--- src/rtl/po2_pkg.sv ---
// Shared types and helpers for the po2 dot-product datapath.
// Helpers work on 64-bit containers so one definition serves every W/N
// combination; callers cast the result down to their accumulator width.
package po2_pkg;

  // Controller states
  localparam logic [1:0] StWait   = 2'd0;
  localparam logic [1:0] StAccum  = 2'd1;
  localparam logic [1:0] StNarrow = 2'd2;
  localparam logic [1:0] StDone   = 2'd3;

  // Accumulator width: double-width product plus guard bits
  function automatic int unsigned calc_aw(input int unsigned w, input int unsigned g);
    return 2 * w + g;
  endfunction

  // Fraction bits of a single-width element
  function automatic int unsigned calc_frac(input int unsigned w, input int unsigned i);
    return w - i;
  endfunction

  // Sign-extend a pw-bit value held in the low bits of a 64-bit container
  function automatic logic [63:0] sext_product(input logic [63:0] p, input int unsigned pw);
    logic [63:0] r;
    r = p;
    for (int b = 0; b < 64; b++) begin
      if (b >= int'(pw)) r[b] = p[pw-1];
    end
    return r;
  endfunction

  // Sign-extend a single-width bias and move its binary point onto the product's
  function automatic logic [63:0] bias_align(input logic [63:0] b, input int unsigned w,
                                             input int unsigned frac);
    return sext_product(b, w) << frac;
  endfunction

endpackage

--- src/rtl/fxp_narrow_sat.sv ---
// Combinational narrowing of a wide accumulator back to single-width Q(I).(W-I).
// Drops FRAC low bits (floor) and saturates when the discarded high bits are not
// a pure sign extension of the kept value.
module fxp_narrow_sat #(
  parameter int unsigned AW   = 35,
  parameter int unsigned W    = 16,
  parameter int unsigned FRAC = 12
) (
  input  logic [AW-1:0] acc_i,
  output logic [W-1:0]  val_o,
  output logic          sat_o
);

  localparam int unsigned Hi = W + FRAC - 1;

  logic [AW-Hi-1:0] top_bits;
  assign top_bits = acc_i[AW-1:Hi];

  // Clamp to the extreme of the accumulator's sign when the top bits disagree
  always_comb begin
    sat_o = !((&top_bits) || (~|top_bits));
    val_o = acc_i[Hi:FRAC];
    if (sat_o) begin
      val_o = acc_i[AW-1] ? {1'b1, {(W-1){1'b0}}} : {1'b0, {(W-1){1'b1}}};
    end
  end

endmodule

--- src/rtl/po2_dot_accumulate.sv ---
// Serial dot-product accumulator behind a bank of N po2 multipliers.
// Waits for all products valid, adds them one per cycle onto the aligned bias,
// then narrows with saturation and holds the result until in_v drops.
// Optional build macro: PO2_DOT_ACCUMULATE_RELU_EN clamps negative results to 0.
module po2_dot_accumulate
  import po2_pkg::*;
#(
  parameter int unsigned W = 16,
  parameter int unsigned I = 4,
  parameter int unsigned N = 4,
  parameter int unsigned G = $clog2(N) + 1
) (
  input  logic           clk,
  input  logic           rst,
  input  logic [N*2*W-1:0] in_prod,
  input  logic [N-1:0]   in_v,
  input  logic [W-1:0]   bias,
  output logic [W-1:0]   out,
  output logic           out_v,
  output logic           ovf,
  output logic           busy
);

  localparam int unsigned AW   = calc_aw(W, G);
  localparam int unsigned FRAC = calc_frac(W, I);
  localparam int unsigned IdxW = (N > 1) ? $clog2(N) : 1;

  logic [1:0]      state_q, state_d;
  logic [IdxW-1:0] idx_q, idx_d;
  logic [AW-1:0]   acc_q, acc_d;
  logic [W-1:0]    out_q, out_d;
  logic            out_v_q, out_v_d;
  logic            ovf_q, ovf_d;

  logic [2*W-1:0]  prod_sel;
  logic [W-1:0]    narrow_val;
  logic            narrow_sat;
  logic [W-1:0]    result;

  assign prod_sel = in_prod[int'(idx_q)*2*W +: 2*W];

  fxp_narrow_sat #(
    .AW   (AW),
    .W    (W),
    .FRAC (FRAC)
  ) u_narrow (
    .acc_i (acc_q),
    .val_o (narrow_val),
    .sat_o (narrow_sat)
  );

  // Optional ReLU on the narrowed value; saturation flag is unaffected
  always_comb begin
`ifdef PO2_DOT_ACCUMULATE_RELU_EN
    result = narrow_val[W-1] ? '0 : narrow_val;
`else
    result = narrow_val;
`endif
  end

  // Controller next-state, accumulator and output register updates
  always_comb begin
    state_d = state_q;
    idx_d   = idx_q;
    acc_d   = acc_q;
    out_d   = out_q;
    out_v_d = out_v_q;
    ovf_d   = ovf_q;
    unique case (state_q)
      StWait: begin
        if (&in_v) begin
          acc_d   = AW'(bias_align(64'(bias), W, FRAC));
          idx_d   = '0;
          state_d = StAccum;
        end
      end
      StAccum: begin
        acc_d = acc_q + AW'(sext_product(64'(prod_sel), 2 * W));
        idx_d = idx_q + 1'b1;
        if (idx_q == IdxW'(N - 1)) state_d = StNarrow;
      end
      StNarrow: begin
        out_d   = result;
        ovf_d   = narrow_sat;
        out_v_d = 1'b1;
        state_d = StDone;
      end
      StDone: begin
        // Re-arm only once every multiplier has released its valid
        if (in_v == '0) begin
          out_v_d = 1'b0;
          ovf_d   = 1'b0;
          state_d = StWait;
        end
      end
      default: state_d = StWait;
    endcase
  end

  // State registers, asynchronous active-high reset
  always_ff @(posedge clk or posedge rst) begin
    if (rst) begin
      state_q <= StWait;
      idx_q   <= '0;
      acc_q   <= '0;
      out_q   <= '0;
      out_v_q <= 1'b0;
      ovf_q   <= 1'b0;
    end else begin
      state_q <= state_d;
      idx_q   <= idx_d;
      acc_q   <= acc_d;
      out_q   <= out_d;
      out_v_q <= out_v_d;
      ovf_q   <= ovf_d;
    end
  end

  assign out   = out_q;
  assign out_v = out_v_q;
  assign ovf   = ovf_q;
  assign busy  = (state_q == StAccum) || (state_q == StNarrow);

endmodule

--- config.mk ---
export PLATFORM = sky130hd
export DESIGN_NAME = po2_dot_accumulate
export DESIGN_NICKNAME = d
export VERILOG_FILES = /design/src/rtl/po2_pkg.sv /design/src/rtl/fxp_narrow_sat.sv /design/src/rtl/po2_dot_accumulate.sv
export SDC_FILE = /design/constraint.sdc
export NUM_CORES = 1
export LEC_CHECK = 0
export CORE_MARGIN = 2
export CORE_UTILIZATION = 41
export DETAILED_ROUTE_END_ITERATION = 10
export PLACE_DENSITY_LB_ADDON = 0.1
export RECOVER_POWER = 50
export SKIP_CTS_REPAIR_TIMING = 1
export SYNTH_ARGS = -nofsm -noshare
export SYNTH_HDL_FRONTEND = slang
export SYNTH_SLANG_ARGS = --single-unit
--- constraint.sdc ---
create_clock -name clk -period 3.5 [get_ports clk]
set_input_delay 0.7 -clock clk [delete_from_list [all_inputs] [get_ports clk]]
set_output_delay 0.7 -clock clk [all_outputs]
set_load 0.02 [all_outputs]
==> results.txt, run 1 <==
The tool flagged a number of max-cap violations equal to 0. The detailed router's first-iteration violation count is 230. The leakage power summed over all cells came out at approximately 0.0034 uW.

The routed via count divided by cell count came out at roughly 5.6. The clock latency on the worst-skew pair is about 0.33 ns. In this run the remaining antenna-violating nets after routing total 0. In this run, flip-flops and latches consume approximately 15% of the power. The count of flip-flops with a built-in enable after synthesis came out at 0. The die area is about 0.013 mm2.

At the end of the flow the core is filled with cells to between 60% and 70%. The number of buffers between clock root and the deepest sink came out at 2. The number of endpoints with negative hold slack in the final report is 0. The placed standard-cell area is 0.00734 mm2.

Yosys printed 0 warnings. The number of buffers added by the clock tree synthesis step came out at 9. The worst setup path is launched from an input port. The final hold slack came out at around 0.5 ns. The internal power is roughly 4700 uW. The relative max-transition margin came out at roughly 17%. The first-pass iteration count of the detailed router is 4.

The fraction of synthesis flops using an asynchronous set or reset pin came out at between 90% and 100%. Across all register-to-register paths, the minimum setup slack is 0.16 ns. The maximum clock frequency is 0.294 GHz. The layout-stage area growth over the synthesis result is 56.8%. The maximum net fanout on the critical path came out at 4. The total global-route track usage is between 20% and 30%.

The net count after synthesis came out at slightly above 700. The final total power is about 8400 uW. The signal arrival time at the worst endpoint came out at roughly 3.6 ns. The final-layout fill cell count came out at between 900 and 1000. In the final routed layout, each cell accounts on average for 17.5 um. The routability-driven placement congestion ratio is 0.887. The worst hold path belongs to the class reg -> reg.

The ratio of total power to cell area came out at 1070 mW/mm2. The maximum number of pins on one net before global-route repair came out at 28. The post-layout net count is between 900 and 1000. The total number of H-tree levels is 3.

The share of power burned in combinational logic came out at 75.0%. The total setup violations reported at the end of the flow came out at 0. CTS placed an instance of sky130_fd_sc_hd__clkbuf_16 at the clock tree root.

Of the available clock period, the critical path in the final layout requires 97.1%. The number of port buffers is around 170. The remaining design rule violation count came out at 0. The half-perimeter wire length after placement came out at 12700 um. The number of antenna cells inserted came out at 0. The core region is roughly 0.012 mm2.

The minimum clock period came out at 3.40 ns. The most used flip-flop cell after synthesis is sky130_fd_sc_hd__dfrtp_1. The first-pass GRT wire length came out at approximately 25000 um. The flow ran to the end, and the final reports show no timing, DRC or antenna violations. The netlist area before placement came out at around 0.0050 mm2. The total congestion overflow after global routing came out at 0. The average instance in the mapped netlist occupies around 9.4 um2. The switching power of the nets came out at around 3700 uW. The initial core utilization came out at 41.9%. Between clock sinks in the finished design, the worst skew comes to 0.00547 ns. For the pin with the worst max-slew slack, the measured transition is 1.25 ns. The number of global-route vias before repair is between 5000 and 6000. The clock-pin slew on the worst setup and hold paths is ~0.05 ns. The boundary pin count came out at between 150 and 200. The initial antenna violation count came to 0.

TritonCTS built the clock tree. The wire length reported by the detailed router is around 16000 um. The post-synthesis cell count is 534. The category of the most critical setup path is in -> reg. Counting every sink on the clock net gives 57. The final number of max-transition violations came out at 0. STA classifies the critical path endpoint as a flop. The count of different cell masters after synthesis came out at 60.

The clock network is responsible for 9.7% of the overall power. The required time at the endpoint of the critical path came out at 3.71 ns. The die height is 115 um. The floorplan has 40 rows. The synthesized design contains between 50 and 60 register bits. In this run switching power makes up ~44% of total power. The share of post-route cells with drive strength above 1 came out at 21.3%. The maximum vdd drop is 0.000465 V. The register area share after synthesis came out at approximately 28%. Across all layers, the routed design uses 5204 vias. The final instance area is 0.00787 mm2.

Measured along the x axis, the die boundary spans around 110 um.
final timing paths:
check / from / end / cells past startpoint
min in group asynchronous: rst / acc_q[21]$_DFFE_PP0P_ / 2
max in group asynchronous: rst / out[12]$_DFFE_PP0P_ / 3
worst max register to register: idx_q[0]$_DFFE_PP0P_ / acc_q[31]$_DFFE_PP0P_ / 12
worst min-delay path: out_v$_DFFE_PP0P_ / out_v$_DFFE_PP0P_ / 2
worst max-delay path: in_prod[33] / acc_q[33]$_DFFE_PP0P_ / 13
worst min register to register: out_v$_DFFE_PP0P_ / out_v$_DFFE_PP0P_ / 2
cells in the mapped netlist, types with 2 or more instances:
library cell	count	area, um2
sky130_fd_sc_hd__dfrtp_1	57	1430
sky130_fd_sc_hd__o31ai_1	2	15.0
sky130_fd_sc_hd__a211oi_1	9	67.6
sky130_fd_sc_hd__o32ai_1	2	17.5
sky130_fd_sc_hd__mux2_2	2	22.5
sky130_fd_sc_hd__o21a_1	3	22.5
sky130_fd_sc_hd__xor2_1	20	175
sky130_fd_sc_hd__inv_1	12	45.0
sky130_fd_sc_hd__nand2_1	59	221
sky130_fd_sc_hd__a211oi_2	2	25.0
sky130_fd_sc_hd__a31o_2	3	26.3
sky130_fd_sc_hd__o211ai_1	2	15.0
sky130_fd_sc_hd__or4_1	2	15.0
sky130_fd_sc_hd__nor2_1	31	116
sky130_fd_sc_hd__a22oi_1	2	15.0
sky130_fd_sc_hd__o21ai_1	6	30.0
sky130_fd_sc_hd__clkbuf_1	18	67.6
sky130_fd_sc_hd__nor3b_1	3	22.5
sky130_fd_sc_hd__mux2i_1	3	30.0
sky130_fd_sc_hd__mux4_2	32	721
sky130_fd_sc_hd__buf_1	4	15.0
sky130_fd_sc_hd__ha_1	40	500
sky130_fd_sc_hd__and2_1	7	43.8
sky130_fd_sc_hd__buf_2	2	10.0
sky130_fd_sc_hd__nand3_1	21	105
sky130_fd_sc_hd__nand4_1	8	50.1
sky130_fd_sc_hd__a31oi_1	7	43.8
sky130_fd_sc_hd__o31ai_4	2	42.5
sky130_fd_sc_hd__nand2b_1	6	37.5
sky130_fd_sc_hd__o21ai_0	31	155
sky130_fd_sc_hd__o21bai_1	5	37.5
sky130_fd_sc_hd__buf_6	2	22.5
sky130_fd_sc_hd__xnor2_1	7	61.3
sky130_fd_sc_hd__and3_1	7	43.8
sky130_fd_sc_hd__a21o_1	24	180
sky130_fd_sc_hd__nor2b_1	2	12.5
sky130_fd_sc_hd__a21oi_1	66	330
registers in the layout, summed over array words and instances (netlist names):
register	cells
acc_q	35
state_q	2
ovf	1
out_v	1
out	16
idx_q	2
kinds of logic after synthesis:
family                   count (synthesis)  share of synthesized area, %
AND/OR/NAND/NOR                        149                          13.7
multiplexers                            37                          15.4
flip-flops                              57                          28.4
adder cells (fa/ha/maj)                 41                          10.4
buffers and inverters                   40                          3.44
XOR/XNOR                                27                          4.71
AO/OA/AOI/OAI                          183                          23.9
layout by cell type, fill, tap and decap left out, types with 7 or more instances in the layout:
cell type and count:
sky130_fd_sc_hd__buf_4 79, sky130_fd_sc_hd__a21oi_1 61, sky130_fd_sc_hd__clkbuf_16 10, sky130_fd_sc_hd__a21o_1 24, sky130_fd_sc_hd__o21ai_0 29, sky130_fd_sc_hd__dfrtp_1 56, sky130_fd_sc_hd__nand3_1 21, sky130_fd_sc_hd__xnor2_1 7
sky130_fd_sc_hd__mux4_2 32, sky130_fd_sc_hd__nand4_1 8, sky130_fd_sc_hd__xor2_1 20, sky130_fd_sc_hd__nand2_1 59, sky130_fd_sc_hd__nor2_1 30, sky130_fd_sc_hd__inv_1 12, sky130_fd_sc_hd__clkdlybuf4s50_1 156, sky130_fd_sc_hd__and3_1 7
sky130_fd_sc_hd__and2_1 7, sky130_fd_sc_hd__a211oi_1 8, sky130_fd_sc_hd__ha_1 33, sky130_fd_sc_hd__o21ai_1 7
power groups by stage:
stage / registers [uW] / logic [uW] / clock network, uW
after floorplan: 1280 / 3780 / 0
after global placement: 1260 / 5770 / 0
after detailed placement: 1280 / 5880 / 0
after CTS: 1270 / 5920 / 826
after global routing: 1330 / 6920 / 857
final: 1290 / 6320 / 819
cell type report:
class | instances | area [um2] | share of cell area, %
clock inverters | 5 | 31.3 | 0.398
well taps | 147 | 184 | 2.34
inverters | 12 | 45.0 | 0.573
flip-flops and latches | 57 | 1430 | 18.1
clock buffers | 11 | 243 | 3.09
multi-input cells | 437 | 3550 | 45.2
repair buffers | 253 | 2380 | 30.3
through the flow:
stage	setup TNS [ns]	setup WS (ns)	std cells
4_1_cts	-0.552	-0.150	911
3_3_place_gp	-6.63	-0.471	895
2_1_floorplan	0	0.0413	534
6_report	0	0.100	922
5_1_grt	-0.0419	-0.0121	922
3_5_place_dp	-6.82	-0.487	895
metal layers:
metal	vias up	global-route usage, %	wire [um]
met5	-	0	0
li1	2495	-	-
met2	195	43.0	8140
met3	15	4.71	1060
met1	2499	30.9	6830
met4	0	6.18	146
critical path: stages:
cell,delay [ns]
sky130_fd_sc_hd__clkdlybuf4s50_1,0.40
sky130_fd_sc_hd__mux4_2,0.51
sky130_fd_sc_hd__ha_4,0.28
sky130_fd_sc_hd__a211oi_4,0.26
sky130_fd_sc_hd__o21bai_2,0.10
sky130_fd_sc_hd__a32oi_2,0.30
sky130_fd_sc_hd__o31ai_4,0.13
sky130_fd_sc_hd__a211oi_2,0.27
sky130_fd_sc_hd__o21ai_2,0.13
sky130_fd_sc_hd__buf_4,0.16
sky130_fd_sc_hd__a31oi_4,0.15
sky130_fd_sc_hd__xor2_1,0.15
sky130_fd_sc_hd__a21oi_1,0.07
(Power assumes the default switching activity.)
==> run 2: changes to the inputs <==
SKIP_LAST_GASP = 1   (was not set)
==> results of run 2 <==
No change in the layout: final DEF, timing and power equal those of run 1.
==> run 3: changes to the inputs <==
--- a/config.mk
+++ b/config.mk
@@ -6,6 +6,8 @@
 export NUM_CORES = 1
 export LEC_CHECK = 0
+export CELL_PAD_IN_SITES_DETAIL_PLACEMENT = 0
+export CELL_PAD_IN_SITES_GLOBAL_PLACEMENT = 2
 export CORE_MARGIN = 2
-export CORE_UTILIZATION = 41
+export CORE_UTILIZATION = 25
 export DETAILED_ROUTE_END_ITERATION = 10
 export PLACE_DENSITY_LB_ADDON = 0.1
==> constraint.sdc (replaced) <==
create_clock -name clk -period 3.5 [get_ports clk]
set_input_delay 0.7 -clock clk [delete_from_list [all_inputs] [get_ports clk]]
set_output_delay 0.7 -clock clk [all_outputs]
set_load 0.005 [all_outputs]
==> run 3 against run 2 <==
  * Via count down 1.3%
  * Clock power up 33%
  * Sequential cell count unchanged
  * Die area up 62%
  * Count of clock-buffer cells in the layout up 1
  * Routed wire length up 14%
  * Cell count up 15%
  * Utilization down 23 points
  * First-iteration DRC count down 19%
  * Sequential share of layout area down 1.2 points
  * Critical path type unchanged
  * Critical endpoint is now acc_q[29]$_DFFE_PP0P_
  * Largest cell class unchanged
==> results.txt, run 3 (synthesis results as in run 1) <==
Setup repair after global routing could not meet its margin everywhere. The number of buffers between clock root and the deepest sink is 2 (unchanged). The flow ran to the end, and the final reports show no timing, DRC or antenna violations. The initial antenna violation count is 0 (unchanged).

The first-pass GRT wire length is 28800 um (+14%). The setup slack after placement is -0.539 ns (-0.0519 ns). The post-layout net count came to 980 (+2.0%). The final-layout fill cell count came out at 1947 (+97%). The maximum clock frequency is 0.291 GHz (-1.1%). In this run the critical register-to-register path is launched from idx_q[0]$_DFFE_PP0P_. The maximum vdd drop came to 0.000318 V (-32%).

The initial core utilization came out at 25.6% (-16 points). The first-pass iteration count of the detailed router is 4 (unchanged). The type of element capturing the critical path is a flop.

The leakage power summed over all cells came to 0.00363 uW (+7.0%). The antenna violation net count after detailed routing came out at 0 (unchanged). The die height is 146 um (+27%). The startpoint kind of the worst setup timing path is an input port. The minimum setup slack among reg-to-reg paths is 0.10 ns (-0.06 ns). The worst stage delay on the critical path is 0.53 ns (+0.02 ns). The wire length reported by the detailed router came to 18400 um (+14%). In this run the critical register-to-register path is captured at acc_q[31]$_DFFE_PP0P_. The number of stages on the worst hold path is 2 (unchanged). The worst clock skew came to 0.00985 ns (+0.00438 ns).

The number of global-route vias before repair came out at 5493 (+3.9%). The final worst-path setup slack came out at 0.0638 ns (-0.0362 ns). The total via count after detailed routing came to 5136 (-1.3%). The final number of max-transition violations is 0 (unchanged). The remaining design rule violation count came out at 0 (unchanged).

From synthesis to final layout, the design area changed by 67.8%. On the critical path, the stage with the largest delay is an instance of sky130_fd_sc_hd__mux4_2. The maximum number of pins on one net before global-route repair came out at 28 (unchanged). The worst hold path belongs to the class reg -> reg. The category of the most critical setup path is in -> reg. The total global-route track usage is 17.1% (-7.4 points).

The post-route setup TNS came to 0 ns (unchanged). The maximum net fanout on the critical path came out at 5 (+1). The final total power came to 9150 uW (+8.6%).

The detailed router's first-iteration violation count came to 186 (-19%). The cell row count is 51 (+28%). The slew of the pin with the lowest slew margin came to 1.13 ns (-0.118 ns).

The clock-pin slew on the worst setup and hold paths is 0.06 ns (about the same). The final cell utilization of the core is 43.0% (-23 points). TritonCTS built the clock tree. Counting flops per register, the top entry is acc_q. The number of buffers added by the clock tree synthesis step came out at 9 (unchanged). The required time at the endpoint of the critical path is 3.75 ns (+0.04 ns). The number of endpoints with negative hold slack in the final report came out at 0 (unchanged).

The total setup violations reported at the end of the flow came out at 0 (unchanged). The boundary pin count is 169 (unchanged). The share of post-route cells with drive strength above 1 is 25.6% (+4.3 points).

The number of port buffers came out at 168 (unchanged). The ratio of total power to cell area is 1090 mW/mm2 (+1.5%). The relative max-transition margin is 24.6% (+7.9 points). The half-perimeter wire length after placement came out at 14700 um (+16%). The total congestion overflow after global routing is 0 (unchanged). Clock tree synthesis selected as its root buffer the cell sky130_fd_sc_hd__clkbuf_16. Leaving out fill and tap cells, the most frequent cells in the layout are 145 x sky130_fd_sc_hd__clkdlybuf4s50_1, 94 x sky130_fd_sc_hd__buf_4, 58 x sky130_fd_sc_hd__nand2_1, 57 x sky130_fd_sc_hd__a21oi_1, 55 x sky130_fd_sc_hd__dfrtp_1.

The final instance count without filler cells is 1059 (+15%). The number of antenna cells inserted is 0 (unchanged). The signal arrival time at the worst endpoint came out at 3.69 ns (+0.08 ns). The library cell used most frequently in the layout, excluding fill and tap cells, is sky130_fd_sc_hd__clkdlybuf4s50_1.

For hold timing, the worst endpoint is out_v$_DFFE_PP0P_. The routability-driven placement congestion ratio is 0.813 (-8.3%). The critical path goes through clkdlybuf4s50_1 > mux4_2 > ha_4 > a211oi_4 > o21bai_2 > a32oi_2 > o31ai_4 > a211oi_2 > o21ai_2 > a22o_1 > buf_4 > o31ai_2.

The width of the die is 146 um (+27%). The mean routed wirelength per cell is 17.4 um (-0.85%). The max-capacitance violation count is 0 (unchanged). The routed via count divided by cell count is 4.85 (-14%). The length in cells of the worst reg-to-reg path came out at 13 (+1). The instance count after placement with tap cells included came out at 1025 (+15%). The flip-flop count of the largest register, all copies and words added is 35 (unchanged).

The clock latency on the worst-skew pair was 0.35 ns (+0.02 ns). The die area is 0.0212 mm2 (+62%). The number of clock sinks is 57 (unchanged). The minimum clock period was 3.44 ns (+0.0362 ns). The core region area is 0.0196 mm2 (+64%). The start point of the worst hold path is out_v$_DFFE_PP0P_. The final period utilization is 98.2% (+1.0 points). The total number of H-tree levels is 3 (unchanged).
==> run 3: worst max path at each step <==
stage | start | slack, ns | cells after the start | endpoint
floorplan | in_prod[96] | 0.04 | 12 | acc_q[20]$_DFFE_PP0P_
global placement | in_prod[96] | -0.53 | 13 | acc_q[34]$_DFFE_PP0P_
detailed placement | in_prod[64] | -0.54 | 13 | acc_q[20]$_DFFE_PP0P_
CTS | in_prod[64] | -0.19 | 13 | acc_q[20]$_DFFE_PP0P_
global route | in_prod[39] | -0.06 | 13 | acc_q[31]$_DFFE_PP0P_
finish | in_prod[33] | 0.06 | 12 | acc_q[29]$_DFFE_PP0P_
==> run 3: through the flow <==
stage	cell area (um2)	hold WS [ns]
finish	8420	0.479
CTS	7940	0.481
floorplan	5020	0.466
global route	8420	0.520
global placement	7590	0.469
detailed placement	7590	0.467
==> run 3: worst max-delay path, delay by kind of cell <==
family,cells,cell delay (ns)
muxes,1,0.53
adders and majority gates,1,0.29
AOI/OAI and AO/OA,8,1.62
buffers and inverters,2,0.54
==> run 3: layout make-up <==
cell class                 instances  area (um2)  area share, %
multi-input combinational        437        3690           43.9
timing repair buffer             272        2560           30.5
tap                              265         332           3.94
clock buffer                      12         256           3.05
clock inverter                     4        98.8           1.17
inverter                          12        45.0          0.535
sequential                        57        1430           17.0
==> run 3: report_power, final <==
group / internal (uW) / total (uW) / switching [uW]
combinational: 3530 / 6750 / 3230
sequential: 988 / 1300 / 317
clock: 736 / 1090 / 357
==> run 3: routing by layer <==
layer	routed length [um]	track usage, %
met1	8610	22.8
met2	8710	28.3
met3	926	3.79
met4	179	3.77
met5	0	0
==> variant 1: new RTL, settings of run 1 <==
Add a define of `PO2_DOT_ACCUMULATE_RELU_EN`.
--- a/src/rtl/po2_dot_accumulate.sv
+++ b/src/rtl/po2_dot_accumulate.sv
@@ -4,2 +4,4 @@
 // Optional build macro: PO2_DOT_ACCUMULATE_RELU_EN clamps negative results to 0.
+`define PO2_DOT_ACCUMULATE_RELU_EN
+
 module po2_dot_accumulate
Behaviour: not the same (Yosys sat finds a counterexample within 10 cycles, from zero or initial values and one cycle with rst high).
==> variant 1 against run 1 <==
Worst setup slack worse by 0.075 ns. Synthesized area is 1.2% lower. Maximum frequency is 2.2% lower. Sequential cell count is 1 lower. Non-clock buffer count is 18 lower. Count of clock-buffer cells in the layout is 6 lower. Power is 10% lower. Routed wire length is 6.1% lower. Sequential share of layout area is 0.18 points lower. Clock skew is 0.0016 ns higher. Final area is 0.75% lower. Critical path type unchanged. Critical endpoint is now acc_q[34].
==> variant 1: results (changes against run 1) <==
- Mux share of post-synthesis cell area: 18.4% (+2.9 points)
- Slew HR: 10.3% (-6.4 points)
- Synth Area in Adders: 10.5% (+0.13 points)
- Clock latency on the worst-skew pair: 0.31 ns (-0.02 ns)
- DR vias: 5,035 (-3.2%)
- Layout Nets: 933 (-2.9%)
- Synth Area in XOR/XNOR: 4.24% (-0.47 points)
- Compound-Gate Fraction of Synth Area: 21.3% (-2.6 points)
- Met3 routed WL: 723 um (-32%)
- Yosys cell types: 56 (-6.7%)
- Leading post-synthesis cells by cell area: dfrtp_1 28%, mux4_2 15%, ha_1 10%
- Register area share after synthesis: 28.3% (-0.15 points)
- Worst Hold Depth: 1 (-1)
- Final GP Congestion: 0.926 (+4.4%)
- Hold_sp: out[11]
- Overall routing resource usage: 23.2% (-1.2 points)
- R2R setup slack: 0.06 ns (-0.10 ns)
- Post-Route M1 WL: 6.27 mm (-8.2%)
- Routed met2 length: 7.98 mm (-1.9%)
- Commonest cells in the synthesized netlist: 56 x dfrtp_1, 55 x nor2_1, 46 x a21oi_1, 40 x ha_1, 37 x o21ai_0
- Met2 Track Usage GR: 43.1% (+0.097 points)
- Post-place setup slack: -0.508 ns (-0.0204 ns)
- Clock skew: 0.00706 ns (+0.00159 ns)
- Worst Setup SP: in_prod[102]
- Worst Setup EP: acc_q[34]
- Run status: completed
- WHS Endpoint: out[11]
- Lkg Pwr: 3.33 nW (-1.7%)
- Share of layout cells above drive strength 1: 21.9% (+0.65 points)
- Peak supply drop: 0.396 mV (-15%)
- Placed insts: 877 (-2.0%)
- GR Util met1: 28.5% (-2.3 points)
- First-pass GRT wire length: 24.2 mm (-4.1%)
- Reg clk slew, reported paths: 0.08 ns (+0.03 ns)
- Worst setup margin: 0.0251 ns (-0.0750 ns)
- Placed inst area: 7240 um^2 (-1.3%)
- Synth Area per Inst: 9.44 um^2 (+0.47%)
- H-tree levels: 2 (-1)
- Non-Filler Instances: 890 (-3.5%)
- IO buf count: 167 (-0.60%)
- WL/cell: 17.1 um (-2.7%)
- Hpwl dp: 11.9 mm (-6.3%)
[variant 1: changes by cell type in the layout (fill, tap and decap cells not counted), moves of 8 or more]
| cell | delta |
|---|---|
| nand2_1 | -27 |
| nor2_1 | +23 |
| a21oi_1 | -17 |
| buf_4 | -17 |
| clkdlybuf4s50_1 | -16 |
| dlymetal6s2s_1 | +16 |
| mux2_2 | +13 |
| o22ai_1 | +10 |
| ha_1 | -8 |
[variant 1: power by group through the flow]
stage	clock, mW	combinational [mW]	sequential [mW]
after global placement	0	5.06	1.18
after detailed placement	0	5.17	1.20
after CTS	0.537	5.21	1.19
after global routing	0.562	6.35	1.26
final	0.527	5.80	1.21
after floorplan	0	3.38	1.20
[variant 1: cell type report]
cell class,count,area (um^2)
Inverter,14,52.6
Timing Repair Buffer,235,2280
Multi-Input combinational cell,430,3740
Fill cell,990,4100
Sequential cell,56,1400
Clock buffer,5,125
Tap cell,147,184
Clock inverter,3,22.5
==> variant 2: new RTL, flow settings as in run 1 <==
Made on the original files. Register the output `out` once more, with the module's reset; this adds one clock of latency there. The other outputs are not delayed to match.
--- a/src/rtl/po2_dot_accumulate.sv
+++ b/src/rtl/po2_dot_accumulate.sv
@@ -118,3 +118,9 @@
 
-  assign out   = out_q;
+  always_ff @(posedge clk or posedge rst) begin
+    if (rst) begin
+      out <= '0;
+    end else begin
+      out <= out_q;
+    end
+  end
   assign out_v = out_v_q;
Behaviour: not the same (a bounded check fails within 10 cycles, from zero or initial values and one cycle with rst high).
==> variant 2 against run 1 <==
The flow now finishes with violations (negative setup slack). Final area rose by 6.7%. Power rose by 4.3%. Worst setup slack got worse by 0.22 ns. First-iteration DRC count rose by 70%. Routed wire length rose by 1.3%. Global-route usage fell by 1.2 points. Synthesized area rose by 6.3%. Critical path depth did not move. Synthesized cell count rose by 2.1%. Count of clock-buffer cells in the layout did not move. Sequential cell count rose by 16. Clock skew rose by 0.0037 ns. Non-clock buffer count rose by 8. Critical path type unchanged. Critical endpoint is now acc_q[34]. Largest power group unchanged. Highest routed layer unchanged.
==> variant 2: results (changes against run 1) <==
- Leading post-synthesis cells by cell area: dfrtp_1 34%, mux4_2 14%, ha_1 9.4%
- Commonest cells in the synthesized netlist: 76 x a21oi_1, 73 x dfrtp_1, 42 x nor2_1, 40 x ha_1, 39 x nand2_1
- CP max stage cell: or4b_1
- Placed insts: 941 (+5.1%)
- Compound-Gate Fraction of Synth Area: 20.8% (-3.1 points)
- Overall routing resource usage: 23.2% (-1.2 points)
- Violated checks: negative setup slack
- Synth Area in XOR/XNOR: 4.44% (-0.28 points)
- DR vias: 5,241 (+0.71%)
- Hpwl dp: 13.0 mm (+2.3%)
- Yosys cell types: 56 (-6.7%)
- Crit path DAT: 3.84 ns (+0.23 ns)
- Synth Area in Adders: 9.77% (-0.61 points)
- Lkg Pwr: 3.74 nW (+10%)
- Share of layout cells above drive strength 1: 22.5% (+1.2 points)
- Endpoints failing setup: 3 (+3)
- Post-place setup slack: -0.715 ns (-0.228 ns)
- Worst setup margin: -0.116 ns (-0.216 ns)
- Largest net degree at the start of global routing: 50 (+79%)
- # fillers: 1,023 (+3.4%)
- Net count after synthesis: 736 (+1.5%)
- First-pass GRT wire length: 25.9 mm (+2.6%)
- Slew HR: 16.7% (about the same)
- WL/cell: 16.9 um (-3.6%)
- Peak supply drop: 0.379 mV (-19%)
- Clock skew: 0.00920 ns (+0.00373 ns)
- Run status: finished, violations left
- Layout Nets: 983 (+2.3%)
- 1st-iter DRT viols: 391 (+70%)
- Register area share after synthesis: 34.3% (+5.8 points)
- Final GP Congestion: 0.874 (-1.4%)
- CP max FO: 2 (-2)
variant 2: changes by cell type in the layout (fill, tap and decap cells not counted), moves of 8 or more:
cell and delta:
nand2_1 -20, dfrtp_1 +16, dlymetal6s2s_1 +14, a21oi_1 +10, buf_4 +10, nor2_1 +10, clkdlybuf4s50_1 -9, xor2_1 -8
variant 2: area by class of cell:
| cell class | instances | area [um^2] | area share (%) |
|---|---|---|---|
| well taps | 172 | 215 | 2.56 |
| flip-flops and latches | 73 | 1830 | 21.8 |
| multi-input cells | 435 | 3570 | 42.6 |
| repair buffers | 261 | 2460 | 29.4 |
| clock buffers | 11 | 233 | 2.77 |
| inverters | 12 | 45.0 | 0.537 |
| clock inverters | 5 | 32.5 | 0.388 |
variant 2: kinds of logic after synthesis:
family | count (synthesis)
fa+ha+maj | 41
buf+inv | 37
flops | 73
compound gates | 182
mux | 36
simple gates | 149
xor+xnor | 27
variant 2: worst paths after layout:
kind	startpoint	endpoint	slack [ns]	depth (start not counted)
min in group asynchronous	rst	out_q[13]	1.06	2
worst max-delay path	in_prod[7]	acc_q[34]	-0.12	13
worst min register to register	out_q[12]	out[12]	0.37	0
worst min-delay path	out_q[12]	out[12]	0.37	0
worst max register to register	idx_q[0]	acc_q[34]	-0.09	15
max in group asynchronous	rst	acc_q[7]	0.66	3
variant 2: power by group:
part           internal, mW  switching [mW]
clock                 0.479           0.360
combinational          3.27            3.10
sequential             1.26           0.317
variant 2: through the flow:
stage                     setup TNS, ns  cell area, um^2  hold WS, ns  util, %
after global routing              -1.04             8390        0.378     66.2
after global placement            -7.40             7800        0.361     61.6
after floorplan                  -0.132             5350        0.350        -
final                            -0.193             8390        0.374     66.2
after CTS                         -1.92             8070        0.376     63.7
after detailed placement          -8.39             7800        0.363     61.6
variant 2: worst max-delay path: cells and delay by family:
kind / cells / cell delay [ns]
AOI/OAI and AO/OA: 4 / 0.58
adders and majority gates: 1 / 0.31
buffers and inverters: 1 / 0.41
muxes: 1 / 0.48
and+or+nand+nor: 6 / 1.35
variant 2: layer usage:
| layer | vias to the layer above | global-route usage, % | wire length (um) |
|---|---|---|---|
| met5 | - | 0 | 0 |
| met4 | 0 | 6.02 | 121 |
| met3 | 8 | 3.25 | 880 |
| met2 | 170 | 41.3 | 8240 |
| met1 | 2518 | 29.7 | 7150 |
| li1 | 2545 | - | - |
